## src/rtl/fetch_sequencer_if.sv

```systemverilog
// Instruction memory read bus between fetch_sequencer (master) and instruction memory (slave).
// Handshake: the master holds imem_req high with imem_addr stable until a cycle with imem_ack; a word transfers on every rising clk edge where imem_req && imem_ack, and ack without req carries nothing.
interface fetch_sequencer_if #(
    parameter int PC_W   = 8,
    parameter int INST_W = 16
);
    logic              imem_req;
    logic [PC_W-1:0]   imem_addr;
    logic              imem_ack;
    logic [INST_W-1:0] imem_rdata;

    modport master (output imem_req, imem_addr, input imem_ack, imem_rdata);
    modport slave  (input imem_req, imem_addr, output imem_ack, imem_rdata);
endinterface

```

## src/rtl/fetch_sequencer.sv

```systemverilog
// Program counter owner: fetches instruction words over the imem bus, holds them in the IR for
// decode, commits pc_next on exec_done, and parks in HALT on op_code 0 until a resume pulse.
module fetch_sequencer #(
    parameter int              PC_W     = 8,
    parameter int              INST_W   = 16,
    parameter logic [PC_W-1:0] RESET_PC = '0
) (
    input  logic              clk,
    input  logic              reset_n,
    fetch_sequencer_if.master imem,
    output logic [PC_W-1:0]   pc_now,
    output logic [3:0]        op_code,
    output logic [PC_W-1:0]   inst_addr,
    output logic [PC_W-1:0]   next_addr,
    output logic              inst_valid,
    input  logic [PC_W-1:0]   pc_next,
    input  logic              exec_done,
    input  logic              resume,
    output logic              halted,
    output logic [15:0]       instr_count,
    output logic [1:0]        dbg_state
);

    typedef enum logic [1:0] {
        IDLE  = 2'd0,
        FETCH = 2'd1,
        EXEC  = 2'd2,
        HALT  = 2'd3
    } state_t;

    state_t            state;
    logic [INST_W-1:0] ir;
    logic [15:0]       count_q;
    logic              req_q;
    logic              unused_ir_bits;

    assign imem.imem_req  = req_q;
    assign imem.imem_addr = pc_now;
    assign op_code        = ir[INST_W-1 -: 4];
    assign inst_addr      = ir[PC_W-1:0];
    assign next_addr      = ir[PC_W-1:0];
    assign instr_count    = count_q;
    assign dbg_state      = state;
    assign unused_ir_bits = ^ir[INST_W-5:PC_W];

    always_ff @(posedge clk or negedge reset_n) begin
        if (!reset_n) begin
            state      <= IDLE;
            pc_now     <= RESET_PC;
            ir         <= '0;
            count_q    <= '0;
            req_q      <= 1'b0;
            inst_valid <= 1'b0;
            halted     <= 1'b0;
        end else begin
            case (state)
                IDLE: begin
                    state <= FETCH;
                    req_q <= 1'b1;
                end
                FETCH: begin
                    if (imem.imem_ack) begin
                        ir         <= imem.imem_rdata;
                        req_q      <= 1'b0;
                        inst_valid <= 1'b1;
                        state      <= EXEC;
                    end
                end
                EXEC: begin
                    // exec_done outranks resume here; resume only matters in HALT
                    if (exec_done) begin
                        pc_now     <= pc_next;
                        inst_valid <= 1'b0;
                        if (count_q != 16'hFFFF) count_q <= count_q + 16'd1;
                        if (op_code == 4'b0000) begin
                            halted <= 1'b1;
                            state  <= HALT;
                        end else begin
                            req_q <= 1'b1;
                            state <= FETCH;
                        end
                    end
                end
                HALT: begin
                    if (resume) begin
                        pc_now <= pc_now + PC_W'(1);
                        halted <= 1'b0;
                        req_q  <= 1'b1;
                        state  <= FETCH;
                    end
                end
                default: state <= IDLE;
            endcase
        end
    end

endmodule

```

## src/flat_wrapper.sv

```systemverilog
// flat-port wrapper written by rule: the top's interface ports become plain ports
module fetch_sequencer_flat 
#(
    parameter int              PC_W     = 8,
    parameter int              INST_W   = 16,
    parameter logic [PC_W-1:0] RESET_PC = '0
)
  (clk, reset_n, pc_now, op_code, inst_addr, next_addr, inst_valid, pc_next, exec_done, resume, halted, instr_count, dbg_state, imem_imem_req, imem_imem_addr, imem_imem_ack, imem_imem_rdata);
  fetch_sequencer_if #(.PC_W(PC_W), .INST_W(INST_W)) imem_i ();
  input  logic clk;
  input  logic reset_n;
  output logic [PC_W-1:0] pc_now;
  output logic [3:0] op_code;
  output logic [PC_W-1:0] inst_addr;
  output logic [PC_W-1:0] next_addr;
  output logic inst_valid;
  input  logic [PC_W-1:0] pc_next;
  input  logic exec_done;
  input  logic resume;
  output logic halted;
  output logic [15:0] instr_count;
  output logic [1:0] dbg_state;
  output wire logic [$bits(imem_i.imem_req)-1:0] imem_imem_req;
  output wire logic [$bits(imem_i.imem_addr)-1:0] imem_imem_addr;
  input wire logic [$bits(imem_i.imem_ack)-1:0] imem_imem_ack;
  input wire logic [$bits(imem_i.imem_rdata)-1:0] imem_imem_rdata;
  assign imem_imem_req = imem_i.imem_req;
  assign imem_imem_addr = imem_i.imem_addr;
  assign imem_i.imem_ack = imem_imem_ack;
  assign imem_i.imem_rdata = imem_imem_rdata;
  fetch_sequencer #(.PC_W(PC_W), .INST_W(INST_W), .RESET_PC(RESET_PC)) u_core (.clk(clk), .reset_n(reset_n), .imem(imem_i), .pc_now(pc_now), .op_code(op_code), .inst_addr(inst_addr), .next_addr(next_addr), .inst_valid(inst_valid), .pc_next(pc_next), .exec_done(exec_done), .resume(resume), .halted(halted), .instr_count(instr_count), .dbg_state(dbg_state));
endmodule
```

## config.mk

```make
export PLATFORM = sky130hd
export DESIGN_NAME = fetch_sequencer_flat
export DESIGN_NICKNAME = d
export VERILOG_FILES = /design/src/rtl/fetch_sequencer_if.sv /design/src/rtl/fetch_sequencer.sv /design/src/flat_wrapper.sv
export SDC_FILE = /design/constraint.sdc
export NUM_CORES = 1
export LEC_CHECK = 0
export CORE_UTILIZATION = 30
export DETAILED_ROUTE_END_ITERATION = 16
export HOLD_SLACK_MARGIN = 0.1
export MAX_ROUTING_LAYER = met4
export SLEW_MARGIN = 25
export SYNTH_ARGS = -nofsm -noshare
export SYNTH_HDL_FRONTEND = slang
export SYNTH_SLANG_ARGS = --single-unit
```

## constraint.sdc

```tcl
create_clock -name clk -period 5.05 [get_ports clk]
set_input_delay 0.505 -clock clk [delete_from_list [all_inputs] [get_ports clk]]
set_output_delay 0.505 -clock clk [all_outputs]
set_load 0.05 [all_outputs]
```

; Yosys cells after proc, flatten, opt, wreduce, memory -nomap -nowiden
; Index checks and enable logic that the tools add are counted.
[totals]
ff_bits = 45
inputBits = 29
output_inout_bits = 57
word_cells = 49
[op_classes]
addsub = 2
eq_ne = 9
muxes = 20
reduce_logical = 11
[ops]
columns = operator, count
row1 = $add 16x1->16 const B, 1
row2 = $mux 8, 2
row3 = $ne 16x16->1 const B, 1
row4 = $pmux 8 s2, 1
row5 = $reduce_and 3->1, 4
row6 = $mux 1, 9
row7 = $add 8x1->8 const B, 1
row8 = $mux 2, 4
row9 = $ne 2x2->1 const B, 4
row10 = $pmux 2 s4, 1
row11 = $reduce_and 4->1, 2
row12 = $eq 2x2->1 const B, 2
row13 = $logic_not 4->1, 1
row14 = $pmux 1 s2, 2
row15 = $pmux 1 s4, 1
row16 = $reduce_bool 2->1, 2
row17 = $eq 2x1->1 const B, 1
row18 = $logic_not 2->1, 1
row19 = $ne 2x1->1 const B, 1
row20 = $reduce_and 2->1, 1

; Logic depth before layout (Yosys ltp)
[logic_depth]
word_depth = 4
mapped_depth = 8
depth_no_buf = 6

; Worst setup path before layout
; OpenSTA, ideal clock, no wires.
[synth_timing]
kind = flip-flop to flip-flop
startpoint = reg u_core.state[0] (netlist: u_core.dbg_state[0])
endpoint = reg u_core.pc_now[2] (netlist: u_core.imem.imem_addr[2])
setup_time_ps = 123
t_arrival_ps = 2001
required_time_ps = 4927
path_slack_ps = 2926
path_stages_with_launch = 8
path_buffers = 1
period_less_slack_ps = 2124
cell_sequence = dfrtp_1 > inv_1 > ha_1 > buf_2 > nor2b_1 > nor3_2 > nand2_1 > o221a_2
[synth_via]
elab_chain_cells = 3
elab_cells_between_ends = 7
cone_classes = eq/ne (4) / mux (1) / reduce/logical (2)
[synth_lines]
columns = item, line
row1 = from (decl), fetch_sequencer.sv:31  ; state_t state;
row2 = from (signal assigned), fetch_sequencer.sv:48  ; state <= IDLE;
row3 = from (signal assigned), fetch_sequencer.sv:58  ; state <= FETCH;
row4 = from (signal assigned), fetch_sequencer.sv:66  ; state <= EXEC;
row5 = $eq 2x2->1, fetch_sequencer.sv:56  ; case (state)
row6 = $ne 2x2->1 (no line) / $reduce_bool 2->1 (equally long branches), --
row7 = $reduce_and 3->1 (no line), --
row8 = to (signal assigned), fetch_sequencer.sv:72  ; pc_now <= pc_next;
row9 = to (signal assigned), fetch_sequencer.sv:86  ; pc_now <= pc_now + PC_W'(1);
row10 = to (decl), fetch_sequencer.sv:11  ; output logic [PC_W-1:0] pc_now,
; Parallel ways exist; a longest one is shown, timed or not.
; A chain may end at the register's enable or synchronous reset.

; Final worst setup path
[layout_timing]
startpoint = reg u_core.pc_now[2] (netlist: u_core.imem.imem_addr[2])
endpoint = out pc_now[2]
[layout_lines]
columns = item, line
row1 = to (decl), flat_wrapper.sv:12  ; output logic [PC_W-1:0] pc_now;
; No word-level cell between the ends.

==> impl_results.md <==
* Crit. End Element: primary output
* Largest area contributor in the netlist: dfrtp_1
* Placed Cells at 361
* Post-Syn Area at 2170 um2
* Antenna diode count at 0
* Placement Setup Slack at 2.69 ns
* Ys async rst share at 100%
* Initial antenna violation count at 0
* Worst slew pin tran at 0.544 ns
* Worst-path clk slew at 0.08 ns
* Synth cell count leaders: 41 x dfrtp_1, 16 x buf_4, 12 x mux2_2
* Mux contribution to synthesized area at 7.84%
* DR WL/cell at 14.2 um
* Global route overflow at 0
* Top cell type's share of synthesized area at 47.3%
* Period utilization at 42.5%
* Largest stage delay on the critical path at 0.85 ns
* Main synth FF type: dfrtp_1
* Compound-cell area share of the yosys netlist at 9.68%
* Main area contributors after synthesis: dfrtp_1 47%, mux2_2 6.2%, buf_4 5.5%
* Data required time of the worst path at 4.55 ns
* CP Launch Type: flop
* PostCTS Resize Cnt at 0
* Crit path DAT at 1.64 ns
* # rows at 30
* YS warnings at 0
* Number of synthesized flops with an enable pin at 0
* Avg Cell Area, Syn at 10.6 um2
* Post-route ant nets at 0
* Syn nets at 238
* CTS Sinks at 41
* Clk buf depth at 2
* R2R depth at 6
* Post-synthesis register bit count at 41
* Iteration-0 DRC Markers at 65
* Core Region at 6910 um2
* I/O Buffers at 81
* Largest vdd supply drop at 0.231 mV
* Detailed Place HPWL at 3730 um
* Slew HR at 63.7%
* Routed vias/inst at 4.79
* Final worst setup slack at 2.90 ns
* Crit Path Class: flop to primary output
* Total power at 2.20 mW
* Final Non-Filler Cells at 369
* Layout cells sized above 1 at 11.0%
* I/O pin cnt at 86
* Register area share after synthesis at 47.3%
* Die X at 87.1 um
* Setup TNS at 0 ns
* CTS tree: done
* Tot GR Track Use at 14.9%
* Cell Pwr Density at 711 nW/um2
* Final Wtd Congestion at 0.798
* Slowest CP cell: clkdlybuf4s50_1
* Syn-to-layout area delta at 42.7%
* Fmax at 0.466 GHz
* Critical path depth in cells at 1
* Main combinational cell family by area after synthesis: simple AND/OR/NAND/NOR gates
* CTS Root Cell: clkbuf_8
* Largest net degree at the start of global routing at 42
* Final WL at 5230 um
* CTS H-tree depth at 2
* Fin util at 44.8%
* Vias in the first global route at 1768
* Initial cell density of the core at 31.4%
* Final Hold Violating Endpoints at 0
* Worst hold margin at 0.196 ns
* Max_cap viols at 0
* Simple-gate share of the synthesized area at 19.2%
* Most frequent cell after synthesis: dfrtp_1
* Total number of vias at 1769
* Crit-path max FO at 9
* Post-synthesis cell count at 204
* Post-CTS Setup Inserts at 0
* # nets final at 306
* Fin area at 3100 um2
* Clk_skew at 0.00504 ns
* CP top delay family: buffers and inverters
* Die area at 7580 um2
* Leakage at 1.31 nW
* Setup violations, final at 0
* Worst hold path type: primary input to asynchronous set/reset pin
* RSZ-0062 raised after global routing: no
* Outcome: completed
* First-pass GRT wire length at 8470 um
* Worst Path Buf+Inv at 1
* Yosys cell types at 41
* Drc violations at 0
* Skew-Pair Late Insertion Delay at 0.30 ns
* Placed Area at 2960 um2
* FILL cells at 696
* Die H at 87.1 um
* Drt pass-1 iters at 4
* Num CTS Buffers at 5
* Post-layout min period at 2.15 ns
* Worst-path cell chain: clkdlybuf4s50_1
* Post-Synth Adder-Cell Area at 2.88%
* Synth Area in XOR/XNOR at 5.65%
* # hold bufs at CTS at 0
* Final Max Slew Viols at 0
-- state kept, by name (all words and copies together) (netlist names) --
signal                 count
u_core.dbg_state           2
u_core.ir                 12
u_core.halted              1
u_core.inst_valid          1
u_core.imem.imem_addr      8
u_core.instr_count        16
u_core.imem.imem_req       1
-- where the power goes --
| part | switching [mW] | internal, mW |
|---|---|---|
| combinational | 0.853 | 0.469 |
| clock | 0.121 | 0.196 |
| sequential | 0.123 | 0.439 |
-- cell usage in the layout (no fill, tap or decap), types with 2 or more instances in the layout --
master and instances:
clkdlybuf4s50_1 80, o22ai_1 5, mux2i_1 2, nor2_1 11, a21oi_1 6, nor3_1 4
or3_1 2, xnor2_1 6, clkbuf_8 5, bufinv_16 2, dfrtp_1 41, a2bb2oi_1 2
o221a_2 3, nand2_1 9, and3_1 5, mux2_2 12, a22o_1 2, nor2b_1 2
nor4_1 10, nand3_1 10, ha_1 5, inv_1 7, nand4_1 10, o21ai_0 6
xor2_1 8
-- path summary, 6_finish.rpt --
check | startpoint | slack, ns | endpoint
worst max-delay path | u_core.imem.imem_addr[2] | 2.90 | pc_now[2]
worst min-delay path | reset_n | 0.20 | u_core.dbg_state[1]
worst max register to register | u_core.dbg_state[0] | 2.91 | u_core.instr_count[8]
worst min register to register | u_core.instr_count[7] | 0.50 | u_core.instr_count[7]
max in group asynchronous | reset_n | 4.49 | u_core.instr_count[4]
min in group clk | u_core.instr_count[7] | 0.50 | u_core.instr_count[7]
-- kinds of logic after synthesis --
kind of cell,Yosys count
AOI/OAI and AO/OA,30
xor gates and xnor gates,14
adders and majority gates,5
buffers and inverters,27
DFF,41
muxes,15
and+or+nand+nor,72
-- layer usage --
metal,GRT usage [%],share of wire [%]
met5,-,0
met4,4.85,0.46
met3,4.27,5.9
met2,24.3,49
met1,17.7,44
-- area by class of cell --
type | instances | area, um2 | area share [%]
clock buffer | 5 | 68.8 | 2.22
clock inverter | 3 | 65.1 | 2.10
inverter | 7 | 26.3 | 0.848
multi-input combinational | 136 | 982 | 31.7
sequential | 41 | 1030 | 33.1
tap | 96 | 120 | 3.88
timing repair buffer | 81 | 808 | 26.1
Note: power is estimated with default switching activity, not from simulation.
